**src/rtl/dl_mem_arbiter_pkg.sv**
```systemverilog
// Shared types and default constants for the download / CPU-read memory arbiter.
// The FSM state enum and the buffered write-entry layout live here.
package dl_mem_arbiter_pkg;

  localparam int ADDR_W             = 16;
  localparam int DATA_W             = 8;
  localparam int FIFO_DEPTH_DEF     = 4;
  localparam int RELEASE_CYCLES_DEF = 16;
  localparam int WR_BURST_MAX_DEF   = 8;

  typedef enum logic [1:0] {
    ST_IDLE    = 2'd0,
    ST_RD_ADDR = 2'd1,
    ST_RD_DATA = 2'd2
  } arb_state_e;

  typedef struct packed {
    logic [ADDR_W-1:0] addr;
    logic [DATA_W-1:0] data;
  } wr_entry_t;

endpackage

```
**src/rtl/dl_mem_arbiter_if.sv**
```systemverilog
// Bundle of download, CPU-read, RAM-port and status signals around the arbiter.
// master = the surrounding system (HPS, game core, RAM); slave = the arbiter.
interface dl_mem_arbiter_if;
  import dl_mem_arbiter_pkg::*;

  logic              dn_download;
  logic              dn_wr;
  logic [ADDR_W-1:0] dn_addr;
  logic [DATA_W-1:0] dn_data;
  logic              cpu_req;
  logic [ADDR_W-1:0] cpu_addr;
  logic              cpu_ack;
  logic [DATA_W-1:0] cpu_data;
  logic [ADDR_W-1:0] mem_addr;
  logic              mem_we;
  logic [DATA_W-1:0] mem_din;
  logic [DATA_W-1:0] mem_dout;
  logic              game_reset;
  logic              dn_overflow;

  modport master (
    output dn_download, dn_wr, dn_addr, dn_data, cpu_req, cpu_addr, mem_dout,
    input  cpu_ack, cpu_data, mem_addr, mem_we, mem_din, game_reset, dn_overflow
  );

  modport slave (
    input  dn_download, dn_wr, dn_addr, dn_data, cpu_req, cpu_addr, mem_dout,
    output cpu_ack, cpu_data, mem_addr, mem_we, mem_din, game_reset, dn_overflow
  );

endinterface

```
**src/rtl/dl_wr_fifo.sv**
```systemverilog
// Synchronous first-word-fall-through FIFO for buffered download writes.
// A push into a full FIFO is accepted only when a pop happens in the same cycle.
module dl_wr_fifo
  import dl_mem_arbiter_pkg::*;
#(
  parameter int DEPTH = FIFO_DEPTH_DEF
) (
  input  logic      clk_sys,
  input  logic      reset_n,
  input  logic      push_i,
  input  logic      pop_i,
  input  wr_entry_t data_i,
  output wr_entry_t data_o,
  output logic      full_o,
  output logic      empty_o
);

  localparam int              PTR_W    = $clog2(DEPTH);
  localparam logic [PTR_W:0]  CNT_FULL = (PTR_W+1)'(DEPTH);

  wr_entry_t        mem_q [DEPTH];
  logic [PTR_W-1:0] wr_ptr_q, wr_ptr_d;
  logic [PTR_W-1:0] rd_ptr_q, rd_ptr_d;
  logic [PTR_W:0]   cnt_q, cnt_d;
  logic             push_ok, pop_ok;

  assign full_o  = (cnt_q == CNT_FULL);
  assign empty_o = (cnt_q == '0);
  assign pop_ok  = pop_i && !empty_o;
  assign push_ok = push_i && (!full_o || pop_ok);
  assign data_o  = mem_q[rd_ptr_q];

  always_comb begin
    wr_ptr_d = wr_ptr_q;
    rd_ptr_d = rd_ptr_q;
    cnt_d    = cnt_q;
    if (push_ok) wr_ptr_d = wr_ptr_q + PTR_W'(1);
    if (pop_ok)  rd_ptr_d = rd_ptr_q + PTR_W'(1);
    case ({push_ok, pop_ok})
      2'b10:   cnt_d = cnt_q + (PTR_W+1)'(1);
      2'b01:   cnt_d = cnt_q - (PTR_W+1)'(1);
      default: cnt_d = cnt_q;
    endcase
  end

  always_ff @(posedge clk_sys) begin
    if (!reset_n) begin
      wr_ptr_q <= '0;
      rd_ptr_q <= '0;
      cnt_q    <= '0;
    end else begin
      wr_ptr_q <= wr_ptr_d;
      rd_ptr_q <= rd_ptr_d;
      cnt_q    <= cnt_d;
    end
  end

  // Storage needs no reset: the count alone decides which entries are valid.
  always_ff @(posedge clk_sys) begin
    if (push_ok) mem_q[wr_ptr_q] <= data_i;
  end

endmodule

```
**src/rtl/dl_mem_arbiter.sv**
```systemverilog
// Arbitrates a single-port RAM between buffered HPS download writes and game CPU
// reads, and holds the game core in reset until the download has settled.
//
// state      | meaning
// ST_IDLE    | pop one buffered write per cycle, or grant a pending CPU read
// ST_RD_ADDR | read address held on the RAM, data for it appears next cycle
// ST_RD_DATA | RAM data returned to the CPU with a one-cycle cpu_ack
module dl_mem_arbiter
  import dl_mem_arbiter_pkg::*;
#(
  parameter int FIFO_DEPTH     = FIFO_DEPTH_DEF,
  parameter int RELEASE_CYCLES = RELEASE_CYCLES_DEF,
  parameter int WR_BURST_MAX   = WR_BURST_MAX_DEF
) (
  input  logic            clk_sys,
  input  logic            reset_n,
  dl_mem_arbiter_if.slave bus
);

  localparam int                BURST_W   = $clog2(WR_BURST_MAX + 1);
  localparam int                REL_W     = $clog2(RELEASE_CYCLES + 1);
  localparam logic [BURST_W-1:0] BURST_MAX = BURST_W'(WR_BURST_MAX);
  localparam logic [REL_W-1:0]  REL_LOAD  = REL_W'(RELEASE_CYCLES);

  arb_state_e        state_q, state_d;
  logic [BURST_W-1:0] burst_q, burst_d;
  logic [ADDR_W-1:0] rd_addr_q, rd_addr_d;
  logic [DATA_W-1:0] cpu_data_q, cpu_data_d;
  logic              ovf_q, ovf_d;
  logic [REL_W-1:0]  rel_cnt_q, rel_cnt_d;

  wr_entry_t         push_entry, head;
  logic              fifo_pop, fifo_full, fifo_empty;
  logic              busy;

  logic              mem_we;
  logic [ADDR_W-1:0] mem_addr;
  logic [DATA_W-1:0] mem_din;
  logic              cpu_ack;

  assign push_entry = '{addr: bus.dn_addr, data: bus.dn_data};

  dl_wr_fifo #(
    .DEPTH (FIFO_DEPTH)
  ) u_wr_fifo (
    .clk_sys (clk_sys),
    .reset_n (reset_n),
    .push_i  (bus.dn_wr),
    .pop_i   (fifo_pop),
    .data_i  (push_entry),
    .data_o  (head),
    .full_o  (fifo_full),
    .empty_o (fifo_empty)
  );

  always_comb begin
    state_d    = state_q;
    burst_d    = burst_q;
    rd_addr_d  = rd_addr_q;
    cpu_data_d = cpu_data_q;
    fifo_pop   = 1'b0;
    mem_we     = 1'b0;
    mem_addr   = '0;
    mem_din    = '0;
    cpu_ack    = 1'b0;
    case (state_q)
      ST_IDLE: begin
        // Writes normally win; a waiting read gets in once the burst quota is used up.
        if (bus.cpu_req && (fifo_empty || burst_q == BURST_MAX)) begin
          state_d   = ST_RD_ADDR;
          burst_d   = '0;
          rd_addr_d = bus.cpu_addr;
          mem_addr  = bus.cpu_addr;
        end else if (!fifo_empty) begin
          fifo_pop = 1'b1;
          mem_we   = 1'b1;
          mem_addr = head.addr;
          mem_din  = head.data;
          if (bus.cpu_req) burst_d = burst_q + BURST_W'(1);
        end
      end
      ST_RD_ADDR: begin
        mem_addr = rd_addr_q;
        state_d  = ST_RD_DATA;
      end
      ST_RD_DATA: begin
        mem_addr   = rd_addr_q;
        cpu_ack    = 1'b1;
        cpu_data_d = bus.mem_dout;
        state_d    = ST_IDLE;
      end
      default: state_d = ST_IDLE;
    endcase
    if (!reset_n) begin
      fifo_pop = 1'b0;
      mem_we   = 1'b0;
      mem_addr = '0;
      mem_din  = '0;
      cpu_ack  = 1'b0;
    end
  end

  assign busy  = bus.dn_download || !fifo_empty;
  assign ovf_d = ovf_q || (bus.dn_wr && fifo_full && !fifo_pop);

  always_comb begin
    rel_cnt_d = rel_cnt_q;
    if (busy)                 rel_cnt_d = REL_LOAD;
    else if (rel_cnt_q != '0) rel_cnt_d = rel_cnt_q - REL_W'(1);
  end

  always_ff @(posedge clk_sys) begin
    if (!reset_n) begin
      state_q    <= ST_IDLE;
      burst_q    <= '0;
      rd_addr_q  <= '0;
      cpu_data_q <= '0;
      ovf_q      <= 1'b0;
      rel_cnt_q  <= REL_LOAD;
    end else begin
      state_q    <= state_d;
      burst_q    <= burst_d;
      rd_addr_q  <= rd_addr_d;
      cpu_data_q <= cpu_data_d;
      ovf_q      <= ovf_d;
      rel_cnt_q  <= rel_cnt_d;
    end
  end

  assign bus.mem_we      = mem_we;
  assign bus.mem_addr    = mem_addr;
  assign bus.mem_din     = mem_din;
  assign bus.cpu_ack     = cpu_ack;
  // RAM data is forwarded during the ack cycle and held in cpu_data_q afterwards.
  assign bus.cpu_data    = !reset_n ? '0 : (cpu_ack ? bus.mem_dout : cpu_data_q);
  assign bus.dn_overflow = reset_n && ovf_q;
  assign bus.game_reset  = !reset_n || busy || (rel_cnt_q != '0);

endmodule

```
**src/flat_wrapper.sv**
```systemverilog
// flat-port wrapper written by rule: the top's interface ports become plain ports
module dl_mem_arbiter_flat import dl_mem_arbiter_pkg::*;
#(
  parameter int FIFO_DEPTH     = FIFO_DEPTH_DEF,
  parameter int RELEASE_CYCLES = RELEASE_CYCLES_DEF,
  parameter int WR_BURST_MAX   = WR_BURST_MAX_DEF
)
  (clk_sys, reset_n, bus_dn_download, bus_dn_wr, bus_dn_addr, bus_dn_data, bus_cpu_req, bus_cpu_addr, bus_mem_dout, bus_cpu_ack, bus_cpu_data, bus_mem_addr, bus_mem_we, bus_mem_din, bus_game_reset, bus_dn_overflow);
  dl_mem_arbiter_if bus_i ();
  input  logic clk_sys;
  input  logic reset_n;
  input wire logic [$bits(bus_i.dn_download)-1:0] bus_dn_download;
  input wire logic [$bits(bus_i.dn_wr)-1:0] bus_dn_wr;
  input wire logic [$bits(bus_i.dn_addr)-1:0] bus_dn_addr;
  input wire logic [$bits(bus_i.dn_data)-1:0] bus_dn_data;
  input wire logic [$bits(bus_i.cpu_req)-1:0] bus_cpu_req;
  input wire logic [$bits(bus_i.cpu_addr)-1:0] bus_cpu_addr;
  input wire logic [$bits(bus_i.mem_dout)-1:0] bus_mem_dout;
  output wire logic [$bits(bus_i.cpu_ack)-1:0] bus_cpu_ack;
  output wire logic [$bits(bus_i.cpu_data)-1:0] bus_cpu_data;
  output wire logic [$bits(bus_i.mem_addr)-1:0] bus_mem_addr;
  output wire logic [$bits(bus_i.mem_we)-1:0] bus_mem_we;
  output wire logic [$bits(bus_i.mem_din)-1:0] bus_mem_din;
  output wire logic [$bits(bus_i.game_reset)-1:0] bus_game_reset;
  output wire logic [$bits(bus_i.dn_overflow)-1:0] bus_dn_overflow;
  assign bus_i.dn_download = bus_dn_download;
  assign bus_i.dn_wr = bus_dn_wr;
  assign bus_i.dn_addr = bus_dn_addr;
  assign bus_i.dn_data = bus_dn_data;
  assign bus_i.cpu_req = bus_cpu_req;
  assign bus_i.cpu_addr = bus_cpu_addr;
  assign bus_i.mem_dout = bus_mem_dout;
  assign bus_cpu_ack = bus_i.cpu_ack;
  assign bus_cpu_data = bus_i.cpu_data;
  assign bus_mem_addr = bus_i.mem_addr;
  assign bus_mem_we = bus_i.mem_we;
  assign bus_mem_din = bus_i.mem_din;
  assign bus_game_reset = bus_i.game_reset;
  assign bus_dn_overflow = bus_i.dn_overflow;
  dl_mem_arbiter #(.FIFO_DEPTH(FIFO_DEPTH), .RELEASE_CYCLES(RELEASE_CYCLES), .WR_BURST_MAX(WR_BURST_MAX)) u_core (.clk_sys(clk_sys), .reset_n(reset_n), .bus(bus_i));
endmodule
```
**config.mk**
```make
export PLATFORM = sky130hd
export DESIGN_NAME = dl_mem_arbiter_flat
export DESIGN_NICKNAME = d
export VERILOG_FILES = /design/src/rtl/dl_mem_arbiter_pkg.sv /design/src/rtl/dl_mem_arbiter_if.sv /design/src/rtl/dl_wr_fifo.sv /design/src/rtl/dl_mem_arbiter.sv /design/src/flat_wrapper.sv
export SDC_FILE = /design/constraint.sdc
export NUM_CORES = 1
export LEC_CHECK = 0
export BUFFER_PORTS_ARGS = -buffer_cell sky130_fd_sc_hd__buf_2
export CAP_MARGIN = 20
export CELL_PAD_IN_SITES_DETAIL_PLACEMENT = 0
export CELL_PAD_IN_SITES_GLOBAL_PLACEMENT = 1
export CORE_ASPECT_RATIO = 0.9
export CORE_MARGIN = 8
export CORE_UTILIZATION = 48
export CTS_BUF_LIST = sky130_fd_sc_hd__clkbuf_8
export DETAILED_ROUTE_END_ITERATION = 12
export PLACE_DENSITY = 0.78
export SLEW_MARGIN = 30
export SYNTH_ARGS = -nofsm -noshare
export SYNTH_HDL_FRONTEND = slang
export SYNTH_SLANG_ARGS = --single-unit
```
**constraint.sdc**
```tcl
create_clock -name clk_sys -period 2.5 [get_ports clk_sys]
set_input_delay 0 -clock clk_sys [delete_from_list [all_inputs] [get_ports clk_sys]]
set_output_delay 0 -clock clk_sys [all_outputs]
set_load 0.03 [all_outputs]
```
==> impl_metrics.yaml, run 1 <==
run_status:
  status: "finished clean"
critical_path:
  r2r_start: "u_core.burst_q[0]"
  rr_endpoint: "u_core.u_wr_fifo.cnt_q[1]"
  critPathKind: "reg2reg"
  critical_path_required_ns: 2.86
  cp_max_fo: 5
  slowest_stage: "fa_1"
  ff2ff_path_depth: 9
  crit_buf_inv: 1
  worstPathCellList: "inv_1 > ha_1 > nand4b_1 > nand2_2 > nor3_4 > nand2_1 > fa_1 > o41a_1 > a211oi_1"
  slowest_delay_ns: 0.45
  crit_arrival_ns: 2.69
  r2r_slack_ns: 0.17
  path_delay_family: "adder cells"
  critPathLaunchType: "flip-flop"
  critPathCaptureType: "flip-flop"
synth:
  synthesis.nets: 509
  dominantRegCellSynth: "edfxtp_1"
  synth_edf_count: 96
  syn_inst: 443
  ys_ff_latch: 141
  synth_top_area_cell: "edfxtp_1"
  async_flop_share: 0
  synth.most_common_cell: "edfxtp_1"
  synth_top_area_frac: 0.4868
  synthesis.area_um2: 5922
  syn_area_per_cell_um2: 13.37
  ys_seq_area_frac: 0.6389
  synthTopCellsByArea: "edfxtp_1, dfxtp_1, mux4_2, nand2_1, ha_1"
  yosys_warnings: 0
  ys_top_cells_by_count: "edfxtp_1, nand2_1, dfxtp_1"
  synth_cell_type_count: 47
timing:
  rsz0062_at_grt: "false"
  max_freq_mhz: 430.1
  worst_slew_pin_slew_ns: 0.8284
  min_period_ns: 2.325
  finalSetupViolCount: 0
  fin_crit_sh: 0.9301
  tns_ns: 0
  skew_ns: 0.008436
  slew_viol_final: 0
  timing.slew.headroom: 0.4477
  setup_slack_ns: 0.1747
  hold_viol_final: 0
routing:
  drtIter0Drc: 215
  viasPerCell: 5.273
  ant_nets: 0
  first_pass_iters: 4
  vias: 4034
  wl_per_cell_um: 17.88
  wl_um: 13680
  drc: 0
global_routing:
  antenna_found_initial: 0
  grt_use_total: 0.1755
  grt_pass1_wl_um: 21820
  grt_pass1_vias: 4245
  grt_overflow_total: 0
  grt_start_max_net_pins: 48
clocking:
  clk_latency_ns: 0.44
  cts.sinks: 141
  clk_pin_slew_ns: 0.07
  cts_buffers: 17
  cts-root-buf: "clkbuf_8"
  cts_tree: "yes"
  clockBufferDepth: 2
  ctsHtreeMaxLevel: 4
min_path:
  holdCritStartpoint: "reset_n"
  holdPathEnd: "u_core.burst_q[3]"
  worst_hold_path_type: "in2reg"
  hold_depth: 4
power_and_ir_drop:
  p_comb_frac: 0.388
  p_sw_mw: 2.881
  clkPwrFrac: 0.209
  leakage_nw: 2.804
  sw_frac_of_total: 0.3646
  intPower_mw: 5.021
  power.share.sequential: 0.403
  irDropWorstVdd_v: 0.0005290
  power.density_nw_per_um2: 1050
floorplanning:
  die_w_um: 133.1
  ios: 89
  num_rows: 38
  core_um2: 12030
  start_util: 0.4923
  die_h_um: 121.4
  die_area_um2: 16150
layout:
  area_growth_pct: 27.04
  fin_nets: 658
  final_area_um2: 7523
  post-route-util: 0.6254
  drive_above_1_share: 0.2793
  antenna-diode-count: 0
place:
  dp.final_hpwl_um: 8656
  port_buffers: 88
  gp_congestion: 0.7681
  place_area_um2: 6599
  pre_cts_ws_ns: 0.07369
run:
  cap_violations: 0
[cell families (layout without fill, tap and decap cells)]
logic type | after synthesis | after routing | share of synthesized area
fa+ha+maj | 13 | 13 | 0.02873
mux | 34 | 34 | 0.1082
flops | 141 | 141 | 0.6389
compound gates | 70 | 70 | 0.06973
buf+inv | 40 | 202 | 0.03211
simple gates | 136 | 136 | 0.1090
xor+xnor | 9 | 9 | 0.01331
[placed cells by master (no fill, tap or decap), types with 17 or more instances in the layout]
cell and n:
edfxtp_1 96, dfxtp_1 42, dlygate4sd3_1 51, clkbuf_8 19, nand2_1 60, mux4_2 24, nor2_1 31, a21oi_1 23
buf_2 84, inv_1 17, a31oi_1 17
[repair_timing]
item,in CTS,in global routing
hold buffers,51,0
buffers inserted,0,1
endpoints found under the hold margin,129,0
endpoints found under the setup margin,0,17
resized for setup,0,13
[metrics by stage]
| stage | hold WS, ns | power (mW) | instances |
|---|---|---|---|
| final | 0.07212 | 7.902 | 765 |
| after global routing | 0.06648 | 8.364 | 765 |
| after CTS | 0.03845 | 7.890 | 764 |
| after detailed placement | 0.2173 | 6.163 | 681 |
| after global placement | 0.2111 | 6.108 | 681 |
| after floorplan | 0.09887 | 5.317 | 443 |
[routing by layer]
layer / vias up / track usage / share of wire
met5: - / 0 / 0
met4: 0 / 0.07087 / 0.015
met3: 17 / 0.04967 / 0.057
met2: 119 / 0.3015 / 0.51
met1: 1956 / 0.2042 / 0.42
li1: 1942 / - / -
[worst max path at each step]
stage / startpoint / endpoint / depth (start not counted)
2_1_floorplan: u_core.burst_q[0] / u_core.u_wr_fifo.cnt_q[1] / 9
3_3_place_gp: u_core.burst_q[0] / u_core.u_wr_fifo.cnt_q[1] / 9
3_5_place_dp: u_core.burst_q[0] / u_core.u_wr_fifo.cnt_q[1] / 9
4_1_cts: u_core.u_wr_fifo.cnt_q[1] / bus_mem_addr[11] / 5
5_1_grt: u_core.burst_q[0] / u_core.u_wr_fifo.cnt_q[2] / 11
6_report: u_core.burst_q[0] / u_core.u_wr_fifo.cnt_q[1] / 9
[registers in the layout, summed over array words and instances, names as in the netlist, named ones only]
signal / flops
u_core.u_wr_fifo.mem_q: 96
u_core.state_q: 2
u_core.rel_cnt_q: 5
u_core.cpu_data_q: 8
u_core.rd_addr_q: 16
u_core.burst_q: 4
u_core.ovf_q: 1
u_core.u_wr_fifo.cnt_q: 3
u_core.u_wr_fifo.rd_ptr_q: 2
u_core.u_wr_fifo.wr_ptr_q: 2
[layout make-up]
cell class	count	area (µm²)
Inverter	13	48.80
Multi-Input combinational cell	262	1971
Tap cell	160	200.2
Clock buffer	19	261.5
Fill cell	928	4506
Clock inverter	13	101.3
Sequential cell	141	3787
Timing Repair Buffer	157	1154
[power by group through the flow]
stage / clock [mW] / combinational, mW / sequential [mW]
4_1_cts: 1.70 / 3.01 / 3.19
2_1_floorplan: 0 / 2.17 / 3.15
6_report: 1.65 / 3.07 / 3.19
5_1_grt: 1.80 / 3.34 / 3.23
3_5_place_dp: 0 / 2.93 / 3.23
3_3_place_gp: 0 / 2.91 / 3.20
[worst register-to-register path, cell delays in order (launching register included)]
cell	delay, ns
dfxtp_2	0.36
inv_1	0.05
ha_1	0.21
nand4b_1	0.17
nand2_2	0.12
nor3_4	0.18
nand2_1	0.09
fa_1	0.45
o41a_1	0.43
a211oi_1	0.19
Power figures use the tool's default switching activity.
==> run 2, diff against run 1 <==
--- a/config.mk
+++ b/config.mk
@@ -15,6 +15,7 @@
 export CTS_BUF_LIST = sky130_fd_sc_hd__clkbuf_8
 export DETAILED_ROUTE_END_ITERATION = 12
 export PLACE_DENSITY = 0.78
+export RECOVER_POWER = 50
 export SLEW_MARGIN = 30
 export SYNTH_ARGS = -nofsm -noshare
 export SYNTH_HDL_FRONTEND = slang
==> impl_metrics.yaml, run 2 (synthesis gave the netlist of run 1 again) <==
run_status:
  status: "finished clean"
floorplanning:
  die_w_um: 133.1
  ios: 89
  die_area_um2: 16150
  num_rows: 38
  die_h_um: 121.4
  core_um2: 12030
  start_util: 0.4923
timing:
  tns_ns: 0
  max_freq_mhz: 430.7
  timing.slew.headroom: 0.3452
  finalSetupViolCount: 0
  hold_viol_final: 0
  fin_crit_sh: 0.9287
  min_period_ns: 2.322
  skew_ns: 0.008756
  worst_slew_pin_slew_ns: 0.9816
  slew_viol_final: 0
  rsz0062_at_grt: "false"
layout:
  drive_above_1_share: 0.2331
  fin_nets: 658
  antenna-diode-count: 0
  layout_commonest_cell: "edfxtp_1"
  area_growth_pct: 26.33
  largestRegisters: "u_core.u_wr_fifo.mem_q (96), u_core.rd_addr_q (16), u_core.cpu_data_q (8)"
  largest_reg_flops: 96
  final_cell_mix: "edfxtp_1, nand2_1, buf_2"
  regMostFlops: "u_core.u_wr_fifo.mem_q"
global_routing:
  grt_use_total: 0.1755
  grt_pass1_vias: 4245
  antenna_found_initial: 0
  grt_overflow_total: 0
  grt_pass1_wl_um: 21820
  grt_start_max_net_pins: 48
run:
  cap_violations: 0
power_and_ir_drop:
  clkPwrFrac: 0.210
  power.share.sequential: 0.406
  intPower_mw: 4.983
  p_comb_frac: 0.384
  power.density_nw_per_um2: 1049
  p_sw_mw: 2.865
  leakage_nw: 2.728
  sw_frac_of_total: 0.3650
  p_total_mw: 7.848
  irDropWorstVdd_v: 0.0005309
routing:
  vias: 4003
  ant_nets: 0
  first_pass_iters: 5
  drtIter0Drc: 212
  wl_um: 13640
  wl_per_cell_um: 17.83
  drc: 0
  viasPerCell: 5.233
min_path:
  hold_depth: 4
  worst_hold_path_type: "in2reg"
clocking:
  clk_latency_ns: 0.43
  cts.sinks: 141
  cts_buffers: 17
  ctsHtreeMaxLevel: 4
  cts_tree: "yes"
  clk_pin_slew_ns: 0.07
  cts-root-buf: "clkbuf_8"
  clockBufferDepth: 2
critical_path:
  slowest_stage: "fa_1"
  ff2ff_path_depth: 9
  cp_max_fo: 5
  path_delay_family: "adder cells"
  critPathKind: "reg2reg"
  worst-path-stages: 9
  slowest_delay_ns: 0.45
  worstPathCellList: "inv_1 > ha_1 > nand4b_1 > nand2_2 > nor3_4 > nand2_1 > fa_1 > o41a_1 > a211oi_1"
  crit_arrival_ns: 2.67
  critical_path_required_ns: 2.85
  critPathLaunchType: "flip-flop"
  crit_buf_inv: 1
  critPathCaptureType: "flip-flop"
place:
  gp_congestion: 0.7681
  dp.final_hpwl_um: 8656
  port_buffers: 88
run 2: cell types whose count changed in the layout (fill, tap and decap cells not counted), sizes merged:
| cell | before | now |
|---|---|---|
| buf | 104 | 78 |
| clkbuf | 21 | 47 |
run 2: cell type report:
type / instances / area [µm²]
Fill cell: 948 / 4548
Sequential cell: 141 / 3787
Multi-Input combinational cell: 262 / 1963
Timing Repair Buffer: 157 / 1119
Clock buffer: 19 / 261.5
Tap cell: 160 / 200.2
Clock inverter: 13 / 101.3
Inverter: 13 / 48.80
run 2: timing repair:
action	4_1_cts	5_1_grt
setup endpoints to repair	0	17
setup buffers	0	1
hold endpoints to repair	129	0
hold buffers	51	0
resized for setup	0	13
run 2: metal layers:
metal,vias to the layer above,part of all wire,track usage
li1,1938,-,-
met1,1958,0.42,0.2042
met2,99,0.52,0.3015
met3,8,0.047,0.04967
met4,0,0.0077,0.07087
met5,-,0,0
run 2: worst paths after layout:
check,startpoint,end,slack (ns)
min reg2reg,u_core.ovf_q,u_core.ovf_q,0.48
max,u_core.burst_q[0],u_core.u_wr_fifo.cnt_q[1],0.18
max reg2reg,u_core.burst_q[0],u_core.u_wr_fifo.cnt_q[1],0.18
min,reset_n,u_core.burst_q[3],0.08
run 2: power by group through the flow:
stage / sequential [mW] / clock (mW) / combinational (mW)
5_1_grt: 3.23 / 1.80 / 3.29
6_report: 3.19 / 1.65 / 3.02
3_3_place_gp: 3.20 / 0 / 2.91
2_1_floorplan: 3.15 / 0 / 2.17
3_5_place_dp: 3.23 / 0 / 2.93
4_1_cts: 3.19 / 1.70 / 3.01
run 2: worst register-to-register path, delay by kind of cell, from the launching register on:
| kind | cells | cell delay (ns) |
|---|---|---|
| AOI/OAI and AO/OA | 2 | 0.62 |
| adders and majority gates | 2 | 0.66 |
| buffers and inverters | 1 | 0.05 |
| DFF | 1 | 0.36 |
| and+or+nand+nor | 4 | 0.56 |
run 2: stage by stage:
stage | setup slack [ns] | hold slack [ns] | util | cells | area (µm²)
5_1_grt | 0.01197 | 0.06639 | 0.6219 | 765 | 7481
2_1_floorplan | 0.02088 | 0.09887 | - | 443 | 5933
4_1_cts | 0.005496 | 0.03845 | 0.6212 | 764 | 7472
6_report | 0.1784 | 0.08456 | 0.6219 | 765 | 7481
3_3_place_gp | 0.1631 | 0.2111 | 0.5486 | 681 | 6599
3_5_place_dp | 0.07369 | 0.2173 | 0.5486 | 681 | 6599
